File: src/rtl/pipeline_sequencer_pkg.sv
// Shared types for the pipeline stall/flush sequencer.
// Latency: n/a (types and constants only).
// Backpressure: n/a.
//
// Contents: sequencer FSM states, per-pipeline-register stall/flush control pair,
// and a helper sizing the MDU occupancy counter.
package pipeline_sequencer_pkg;

    typedef logic u1;

    typedef enum logic [1:0] {
        S_RUN   = 2'd0,
        S_MDU   = 2'd1,
        S_REDIR = 2'd2
    } seq_state_t;

    typedef struct packed {
        u1 stall;
        u1 flush;
    } stage_ctl_t;

    localparam stage_ctl_t CTL_NONE  = '{stall: 1'b0, flush: 1'b0};
    localparam stage_ctl_t CTL_STALL = '{stall: 1'b1, flush: 1'b0};
    localparam stage_ctl_t CTL_FLUSH = '{stall: 1'b0, flush: 1'b1};

    // Counter only ever holds MDU_LATENCY-1 down to 1, never MDU_LATENCY itself.
    function automatic int cntWidth(input int latency);
        int w;
        w = $clog2(latency);
        return (w < 1) ? 1 : w;
    endfunction

endpackage

File: src/rtl/pipeline_sequencer_if.sv
// Bundle of hazard requests in and pipeline stall/flush/PC controls out.
// Latency: n/a (wiring only).
// Backpressure: n/a; requesters hold their request levels while stalled.
//
// Modports: master = pipeline side (drives requests, receives controls),
//           slave  = sequencer side.
interface pipeline_sequencer_if #(
    parameter int XLEN   = 64,
    parameter int PERF_W = 32
);
    logic              hazard_stall;
    logic              ireq_busy;
    logic              dreq_busy;
    logic              mdu_start;
    logic              redirect_valid;
    logic [XLEN-1:0]   redirect_pc;

    logic              stall_pc;
    logic              stall_d;
    logic              stall_e;
    logic              stall_m;
    logic              flush_d;
    logic              flush_e;
    logic              flush_m;
    logic              flush_w;
    logic              pc_load;
    logic [XLEN-1:0]   pc_target;
    logic              mdu_go;
    logic [PERF_W-1:0] stall_cycles;

    modport master (
        output hazard_stall, ireq_busy, dreq_busy, mdu_start, redirect_valid, redirect_pc,
        input  stall_pc, stall_d, stall_e, stall_m, flush_d, flush_e, flush_m, flush_w,
        input  pc_load, pc_target, mdu_go, stall_cycles
    );

    modport slave (
        input  hazard_stall, ireq_busy, dreq_busy, mdu_start, redirect_valid, redirect_pc,
        output stall_pc, stall_d, stall_e, stall_m, flush_d, flush_e, flush_m, flush_w,
        output pc_load, pc_target, mdu_go, stall_cycles
    );
endinterface

File: src/rtl/pipeline_sequencer_cycle_counter.sv
// Loadable down-counter that saturates at 1; tracks remaining MDU occupancy cycles.
// Latency: load/decrement visible the cycle after the edge; isOne is combinational.
// Backpressure: none; dec is ignored once the count reaches 1, load wins over dec.
//
// Ports: clk, resetn (sync, active-low), load/loadVal, dec, isOne.
module seq_cycle_counter #(
    parameter int W = 3
) (
    input  logic         clk,
    input  logic         resetn,
    input  logic         load,
    input  logic [W-1:0] loadVal,
    input  logic         dec,
    output logic         isOne
);
    logic [W-1:0] cnt;

    always_ff @(posedge clk) begin
        if (!resetn) begin
            cnt <= '0;
        end else if (load) begin
            cnt <= loadVal;
        end else if (dec && (cnt > W'(1))) begin
            cnt <= cnt - W'(1);
        end
    end

    assign isOne = (cnt == W'(1));
endmodule

File: src/rtl/pipeline_sequencer.sv
// Central stall/flush sequencer for the 5-stage core: merges hazard, bus-wait, MDU and redirect.
// Latency: controls are combinational from state+requests; state/counters update on posedge clk.
// Backpressure: dbus wait freezes everything up to M; MDU and pending redirects wait behind it.
//
// Ports: clk, resetn (sync, active-low), bus (slave modport of pipeline_sequencer_if).
module pipeline_sequencer
    import pipeline_sequencer_pkg::*;
#(
    parameter int MDU_LATENCY = 8,
    parameter int XLEN        = 64,
    parameter int PERF_W      = 32
) (
    input  logic                 clk,
    input  logic                 resetn,
    pipeline_sequencer_if.slave  bus
);
    localparam int CW = cntWidth(MDU_LATENCY);

    seq_state_t        state, nextState;
    logic [XLEN-1:0]   pendPc;
    logic [PERF_W-1:0] stallCycles;
    stage_ctl_t        ctlD, ctlE, ctlM, ctlW;
    logic              stallPc, pcLoad, mduGo, pendLoad, cntIsOne;

    seq_cycle_counter #(.W(CW)) uCnt (
        .clk     (clk),
        .resetn  (resetn),
        .load    (mduGo),
        .loadVal (CW'(MDU_LATENCY - 1)),
        .dec     (state == S_MDU),
        .isOne   (cntIsOne)
    );

    always_comb begin
        stallPc   = 1'b0;
        ctlD      = CTL_NONE;
        ctlE      = CTL_NONE;
        ctlM      = CTL_NONE;
        ctlW      = CTL_NONE;
        pcLoad    = 1'b0;
        mduGo     = 1'b0;
        pendLoad  = 1'b0;
        nextState = state;
        if (!resetn) begin
            ctlD      = CTL_FLUSH;
            ctlE      = CTL_FLUSH;
            ctlM      = CTL_FLUSH;
            ctlW      = CTL_FLUSH;
            nextState = S_RUN;
        end else begin
            case (state)
                S_RUN: begin
                    if (bus.dreq_busy) begin
                        stallPc = 1'b1;
                        ctlD    = CTL_STALL;
                        ctlE    = CTL_STALL;
                        ctlM    = CTL_STALL;
                        ctlW    = CTL_FLUSH;
                    end else if (bus.mdu_start) begin
                        stallPc   = 1'b1;
                        ctlD      = CTL_STALL;
                        ctlE      = CTL_STALL;
                        ctlM      = CTL_FLUSH;
                        mduGo     = 1'b1;
                        nextState = S_MDU;
                    end else if (bus.redirect_valid) begin
                        ctlD = CTL_FLUSH;
                        ctlE = CTL_FLUSH;
                        if (bus.ireq_busy) begin
                            // Cannot load the PC until the outstanding fetch returns.
                            stallPc   = 1'b1;
                            pendLoad  = 1'b1;
                            nextState = S_REDIR;
                        end else begin
                            pcLoad = 1'b1;
                        end
                    end else if (bus.hazard_stall) begin
                        stallPc = 1'b1;
                        ctlD    = CTL_STALL;
                        ctlE    = CTL_FLUSH;
                    end else if (bus.ireq_busy) begin
                        stallPc = 1'b1;
                        ctlD    = CTL_FLUSH;
                    end
                end
                S_MDU: begin
                    if (bus.dreq_busy) begin
                        stallPc = 1'b1;
                        ctlD    = CTL_STALL;
                        ctlE    = CTL_STALL;
                        ctlM    = CTL_STALL;
                        ctlW    = CTL_FLUSH;
                    end else if (!cntIsOne) begin
                        stallPc = 1'b1;
                        ctlD    = CTL_STALL;
                        ctlE    = CTL_STALL;
                        ctlM    = CTL_FLUSH;
                    end else begin
                        nextState = S_RUN;
                    end
                end
                S_REDIR: begin
                    // IF-ID always holds wrong-path work here, so flush wins over the
                    // dbus-wait hold for that register.
                    ctlD = CTL_FLUSH;
                    if (bus.dreq_busy) begin
                        stallPc = 1'b1;
                        ctlE    = CTL_STALL;
                        ctlM    = CTL_STALL;
                        ctlW    = CTL_FLUSH;
                    end else if (bus.ireq_busy) begin
                        stallPc = 1'b1;
                    end else begin
                        pcLoad    = 1'b1;
                        nextState = S_RUN;
                    end
                end
                default: nextState = S_RUN;
            endcase
        end
    end

    always_ff @(posedge clk) begin
        if (!resetn) begin
            state       <= S_RUN;
            pendPc      <= '0;
            stallCycles <= '0;
        end else begin
            state       <= nextState;
            if (pendLoad) begin
                pendPc <= bus.redirect_pc;
            end
            stallCycles <= stallCycles + PERF_W'(stallPc);
        end
    end

    assign bus.stall_pc     = stallPc;
    assign bus.stall_d      = ctlD.stall;
    assign bus.stall_e      = ctlE.stall;
    assign bus.stall_m      = ctlM.stall;
    assign bus.flush_d      = ctlD.flush;
    assign bus.flush_e      = ctlE.flush;
    assign bus.flush_m      = ctlM.flush;
    assign bus.flush_w      = ctlW.flush;
    assign bus.pc_load      = pcLoad;
    assign bus.pc_target    = (state == S_REDIR) ? pendPc : bus.redirect_pc;
    assign bus.mdu_go       = mduGo;
    assign bus.stall_cycles = stallCycles;
endmodule

File: src/flat_wrapper.sv
// flat-port wrapper written by rule: the top's interface ports become plain ports
module pipeline_sequencer_flat import pipeline_sequencer_pkg::*;
#(
    parameter int MDU_LATENCY = 8,
    parameter int XLEN        = 64,
    parameter int PERF_W      = 32
)
  (clk, resetn, bus_hazard_stall, bus_ireq_busy, bus_dreq_busy, bus_mdu_start, bus_redirect_valid, bus_redirect_pc, bus_stall_pc, bus_stall_d, bus_stall_e, bus_stall_m, bus_flush_d, bus_flush_e, bus_flush_m, bus_flush_w, bus_pc_load, bus_pc_target, bus_mdu_go, bus_stall_cycles);
  pipeline_sequencer_if #(.XLEN(XLEN), .PERF_W(PERF_W)) bus_i ();
  input  logic clk;
  input  logic resetn;
  input wire logic [$bits(bus_i.hazard_stall)-1:0] bus_hazard_stall;
  input wire logic [$bits(bus_i.ireq_busy)-1:0] bus_ireq_busy;
  input wire logic [$bits(bus_i.dreq_busy)-1:0] bus_dreq_busy;
  input wire logic [$bits(bus_i.mdu_start)-1:0] bus_mdu_start;
  input wire logic [$bits(bus_i.redirect_valid)-1:0] bus_redirect_valid;
  input wire logic [$bits(bus_i.redirect_pc)-1:0] bus_redirect_pc;
  output wire logic [$bits(bus_i.stall_pc)-1:0] bus_stall_pc;
  output wire logic [$bits(bus_i.stall_d)-1:0] bus_stall_d;
  output wire logic [$bits(bus_i.stall_e)-1:0] bus_stall_e;
  output wire logic [$bits(bus_i.stall_m)-1:0] bus_stall_m;
  output wire logic [$bits(bus_i.flush_d)-1:0] bus_flush_d;
  output wire logic [$bits(bus_i.flush_e)-1:0] bus_flush_e;
  output wire logic [$bits(bus_i.flush_m)-1:0] bus_flush_m;
  output wire logic [$bits(bus_i.flush_w)-1:0] bus_flush_w;
  output wire logic [$bits(bus_i.pc_load)-1:0] bus_pc_load;
  output wire logic [$bits(bus_i.pc_target)-1:0] bus_pc_target;
  output wire logic [$bits(bus_i.mdu_go)-1:0] bus_mdu_go;
  output wire logic [$bits(bus_i.stall_cycles)-1:0] bus_stall_cycles;
  assign bus_i.hazard_stall = bus_hazard_stall;
  assign bus_i.ireq_busy = bus_ireq_busy;
  assign bus_i.dreq_busy = bus_dreq_busy;
  assign bus_i.mdu_start = bus_mdu_start;
  assign bus_i.redirect_valid = bus_redirect_valid;
  assign bus_i.redirect_pc = bus_redirect_pc;
  assign bus_stall_pc = bus_i.stall_pc;
  assign bus_stall_d = bus_i.stall_d;
  assign bus_stall_e = bus_i.stall_e;
  assign bus_stall_m = bus_i.stall_m;
  assign bus_flush_d = bus_i.flush_d;
  assign bus_flush_e = bus_i.flush_e;
  assign bus_flush_m = bus_i.flush_m;
  assign bus_flush_w = bus_i.flush_w;
  assign bus_pc_load = bus_i.pc_load;
  assign bus_pc_target = bus_i.pc_target;
  assign bus_mdu_go = bus_i.mdu_go;
  assign bus_stall_cycles = bus_i.stall_cycles;
  pipeline_sequencer #(.MDU_LATENCY(MDU_LATENCY), .XLEN(XLEN), .PERF_W(PERF_W)) u_core (.clk(clk), .resetn(resetn), .bus(bus_i));
endmodule
File: config.mk
export PLATFORM = sky130hd
export DESIGN_NAME = pipeline_sequencer_flat
export DESIGN_NICKNAME = d
export VERILOG_FILES = /design/src/rtl/pipeline_sequencer_pkg.sv /design/src/rtl/pipeline_sequencer_if.sv /design/src/rtl/pipeline_sequencer_cycle_counter.sv /design/src/rtl/pipeline_sequencer.sv /design/src/flat_wrapper.sv
export SDC_FILE = /design/constraint.sdc
export NUM_CORES = 1
export LEC_CHECK = 0
export BUFFER_PORTS_ARGS = -buffer_cell sky130_fd_sc_hd__buf_2
export CORE_MARGIN = 2
export CORE_UTILIZATION = 45
export CTS_CLUSTER_SIZE = 30
export DETAILED_ROUTE_END_ITERATION = 8
export GPL_TIMING_DRIVEN = 1
export PLACE_DENSITY = 0.87
export SLEW_MARGIN = 20
export SYNTH_ARGS = -nofsm -noshare
export SYNTH_HDL_FRONTEND = slang
export SYNTH_HIERARCHICAL = 1
export SYNTH_SLANG_ARGS = --single-unit
File: constraint.sdc
create_clock -name clk -period 2.8 [get_ports clk]
set_input_delay 0.42 -clock clk [delete_from_list [all_inputs] [get_ports clk]]
set_output_delay 0.42 -clock clk [all_outputs]
set_load 0.1 [all_outputs]
==> flow_summary_export.csv <==
group,metric,value,unit
clock_tree,hold_buffers,0,
clock_tree,htreeDepth,3,
setup_path,required,3.10,ns
global_routing,grt_pass1_vias,4411,
sta,fin_skew,0.01875,ns
clock_tree,clk_latency,0.37,ns
sta,setup_ws,0.06954,ns
place,place_ws,0.1544,ns
yosys,synth-seq-area-share,40.77,%
final_layout,drive_above_1_share,40.28,%
setup_path,cp.arrival,3.03,ns
sta,clock.fmax,366.2,MHz
final_layout,syn_to_final_growth,30.78,%
global_routing,antenna_found_initial,0,
yosys,synth-main-ff-cell,"dfxtp_1",
job,cap_violations,0,
place,portBuffers,176,
setup_path,crit_type,"flop to flop",
place,place.gp.congestion,0.8467,
detailed_routing,via_count,4826,
sta,maxSlewHeadroom,55.61,%
final_layout,final.fill_count,939,
yosys,synth_cells,595,
clock_tree,tritoncts,"done",
yosys,syn-cell-area,0.004960,mm²
power,power_density,555.8,mW/mm²
final_layout,num_antenna_cells,0,
global_routing,grt_max_degree,65,
status,outcome,"finished clean",
setup_path,worstSetupEndpointType,"flop",
sta,setup_tns,0,ns
final_layout,multi_input_area,0.002965,mm²
yosys,synthDistinctLibCells,39,
sta,rsz0062_at_grt,"yes",
floorplan,ios,177,
clock_tree,cts.sinks,101,
yosys,ys_seq_elements,101,
sta,hold_viol_final,0,
detailed_routing,drt_wl_total,12.54,mm
sta,hold_ws,0.2788,ns
power,p_leak,2.573,nW
place,hpwl,8.797,mm
sta,drv_slew,0,
detailed_routing,antenna_left,0,
setup_path,cp_max_fo,7,
detailed_routing,wire_per_inst,13.74,µm
clock_tree,cts_root_buf,"clkbuf_8",
final_layout,utilization,60.10,%
sta,setup_viol,0,
floorplan,start_util,45.95,%
floorplan,die-area,0.01188,mm²
clock_tree,cts_buffers,9,
clock_tree,path_clk_slew,0.11,ns
clock_tree,clockBufferDepth,2,
yosys,yosys_warnings,6,
global_routing,gr-total-overflow,0,
detailed_routing,vias_per_cell,5.292,
final_layout,regArea,0.002024,mm²
floorplan,die_w,109.0,µm
setup_path,setup.worst_path.start_class,"flop",
floorplan,core,0.01079,mm²
power,vdd.ir_drop.worst,0.2676,mV
global_routing,grt_pass1_wl,19.38,mm
yosys,async_flop_share,0,%
final_layout,fin_nets,847,
sta,worstMarginPinSlew,0.6658,ns
floorplan,rows,38,
global_routing,grtUsageTotal,19.99,%
sta,finalCritPeriodShare,97.52,%
detailed_routing,firstDrtPassIters,4,
yosys,synth_edf_count,0,
sta,min_period,2.730,ns
detailed_routing,route.detailed.drc,0,
floorplan,chipHeight,109.0,µm
worst_hold_path,hold_path_class,"input pin to flop",
yosys,avgSynthCellArea,8.336,µm²
detailed_routing,dr.first_iter.drc_count,369,
==> kinds of logic after synthesis <==
group | synth area share [%]
other | 0.07561
AO/OA/AOI/OAI | 14.18
multiplexers | 14.73
XOR/XNOR | 2.119
AND/OR/NAND/NOR | 22.15
buffers and inverters | 3.708
flip-flops | 40.77
adder cells (fa/ha/maj) | 2.270
==> routing by layer <==
| metal | share of wire [%] | global-route usage (%) |
|---|---|---|
| met1 | 43 | 23.80 |
| met2 | 49 | 35.54 |
| met3 | 6.0 | 3.586 |
| met4 | 2.3 | 7.692 |
| met5 | 0 | 0 |
==> synthesized netlist by cell type (8+ instances only) <==
| master | n | share of area, % |
|---|---|---|
| a21oi_1 | 83 | 8.4 |
| nand2_1 | 143 | 11 |
| nand3_1 | 17 | 1.7 |
| mux2_2 | 64 | 15 |
| o41ai_1 | 8 | 1.4 |
| clkbuf_1 | 33 | 2.5 |
| nand4_1 | 8 | 1.0 |
| nand2b_1 | 11 | 1.4 |
| ha_1 | 9 | 2.3 |
| nor2_1 | 16 | 1.2 |
| inv_1 | 12 | 0.91 |
| dfxtp_1 | 101 | 41 |
| o21ai_0 | 13 | 1.3 |
==> per-stage QoR <==
step                std cells  area, µm²  total power [W]
detailed placement        892       6231         0.002740
finish                    912       6486         0.003605
floorplan                 597       5146         0.002526
global route              912       6486         0.003753
global placement          892       6231         0.002735
CTS                       908       6421         0.003635
==> area by class of cell <==
cell class,instances,share of cell area (%)
Sequential cell,101,31.21
Clock inverter,7,1.022
Inverter,13,0.7523
Multi-Input combinational cell,448,45.72
Tap cell,140,2.701
Timing Repair Buffer,194,16.69
Clock buffer,9,1.910
==> repair_timing <==
action | in CTS | in global routing
endpoints found under the setup margin | 0 | 9
gates resized for setup | 0 | 14
hold endpoints to repair | 0 | 0
buffers inserted | 0 | 4
==> power breakdown <==
part           leakage (nW)  switching, W  internal (W)
clock                 0.100      0.000552      0.000345
sequential            0.816     0.0000212       0.00146
combinational          1.66      0.000951      0.000277
total                  2.57       0.00152       0.00208
==> state kept, by name (all words and copies together), names as in the netlist <==
register and flops:
u_core/uCnt/cnt 3, u_core/pendPc 64, u_core/state 2, u_core/bus.stall_cycles 32
==> layout by cell type, fill, tap and decap left out, types with 5 or more instances in the layout <==
master,instances
buf_2,176
nand2_1,143
dfxtp_1,99
a21oi_1,78
mux2_2,64
nor2_1,16
nand3_1,16
buf_4,12
nand2b_1,10
clkbuf_8,9
inv_1,9
o21ai_0,8
nand4_1,8
xor2_1,7
nor2b_1,5
o21ai_1,5
and4_1,5
and2_1,5
o41ai_1,5
or3_1,5
or4_1,5
xnor2_1,5
ha_4,5
buf_12,5
==> worst max-delay path: stages, from the launching register on <==
cell,delay (ns)
dfxtp_2,0.35
inv_2,0.05
ha_4,0.16
nor2b_4,0.13
nand2b_4,0.15
nand3_2,0.07
o41ai_4,0.08
a21oi_4,0.18
ha_4,0.17
nand4_1,0.13
or4_4,0.56
buf_6,0.16
or3_4,0.33
a21oi_2,0.12
==> path summary, 6_finish.rpt <==
check	startpoint	end	slack [ns]	depth (start not counted)
min reg2reg	u_core/pendPc[42]	u_core/pendPc[42]	0.46	2
min	bus_redirect_pc[22]	u_core/pendPc[22]	0.28	3
max reg2reg	u_core/uCnt/cnt[1]	u_core/bus.stall_cycles[17]	0.07	13
max	u_core/uCnt/cnt[1]	u_core/bus.stall_cycles[17]	0.07	13
(Power assumes the default switching activity.)
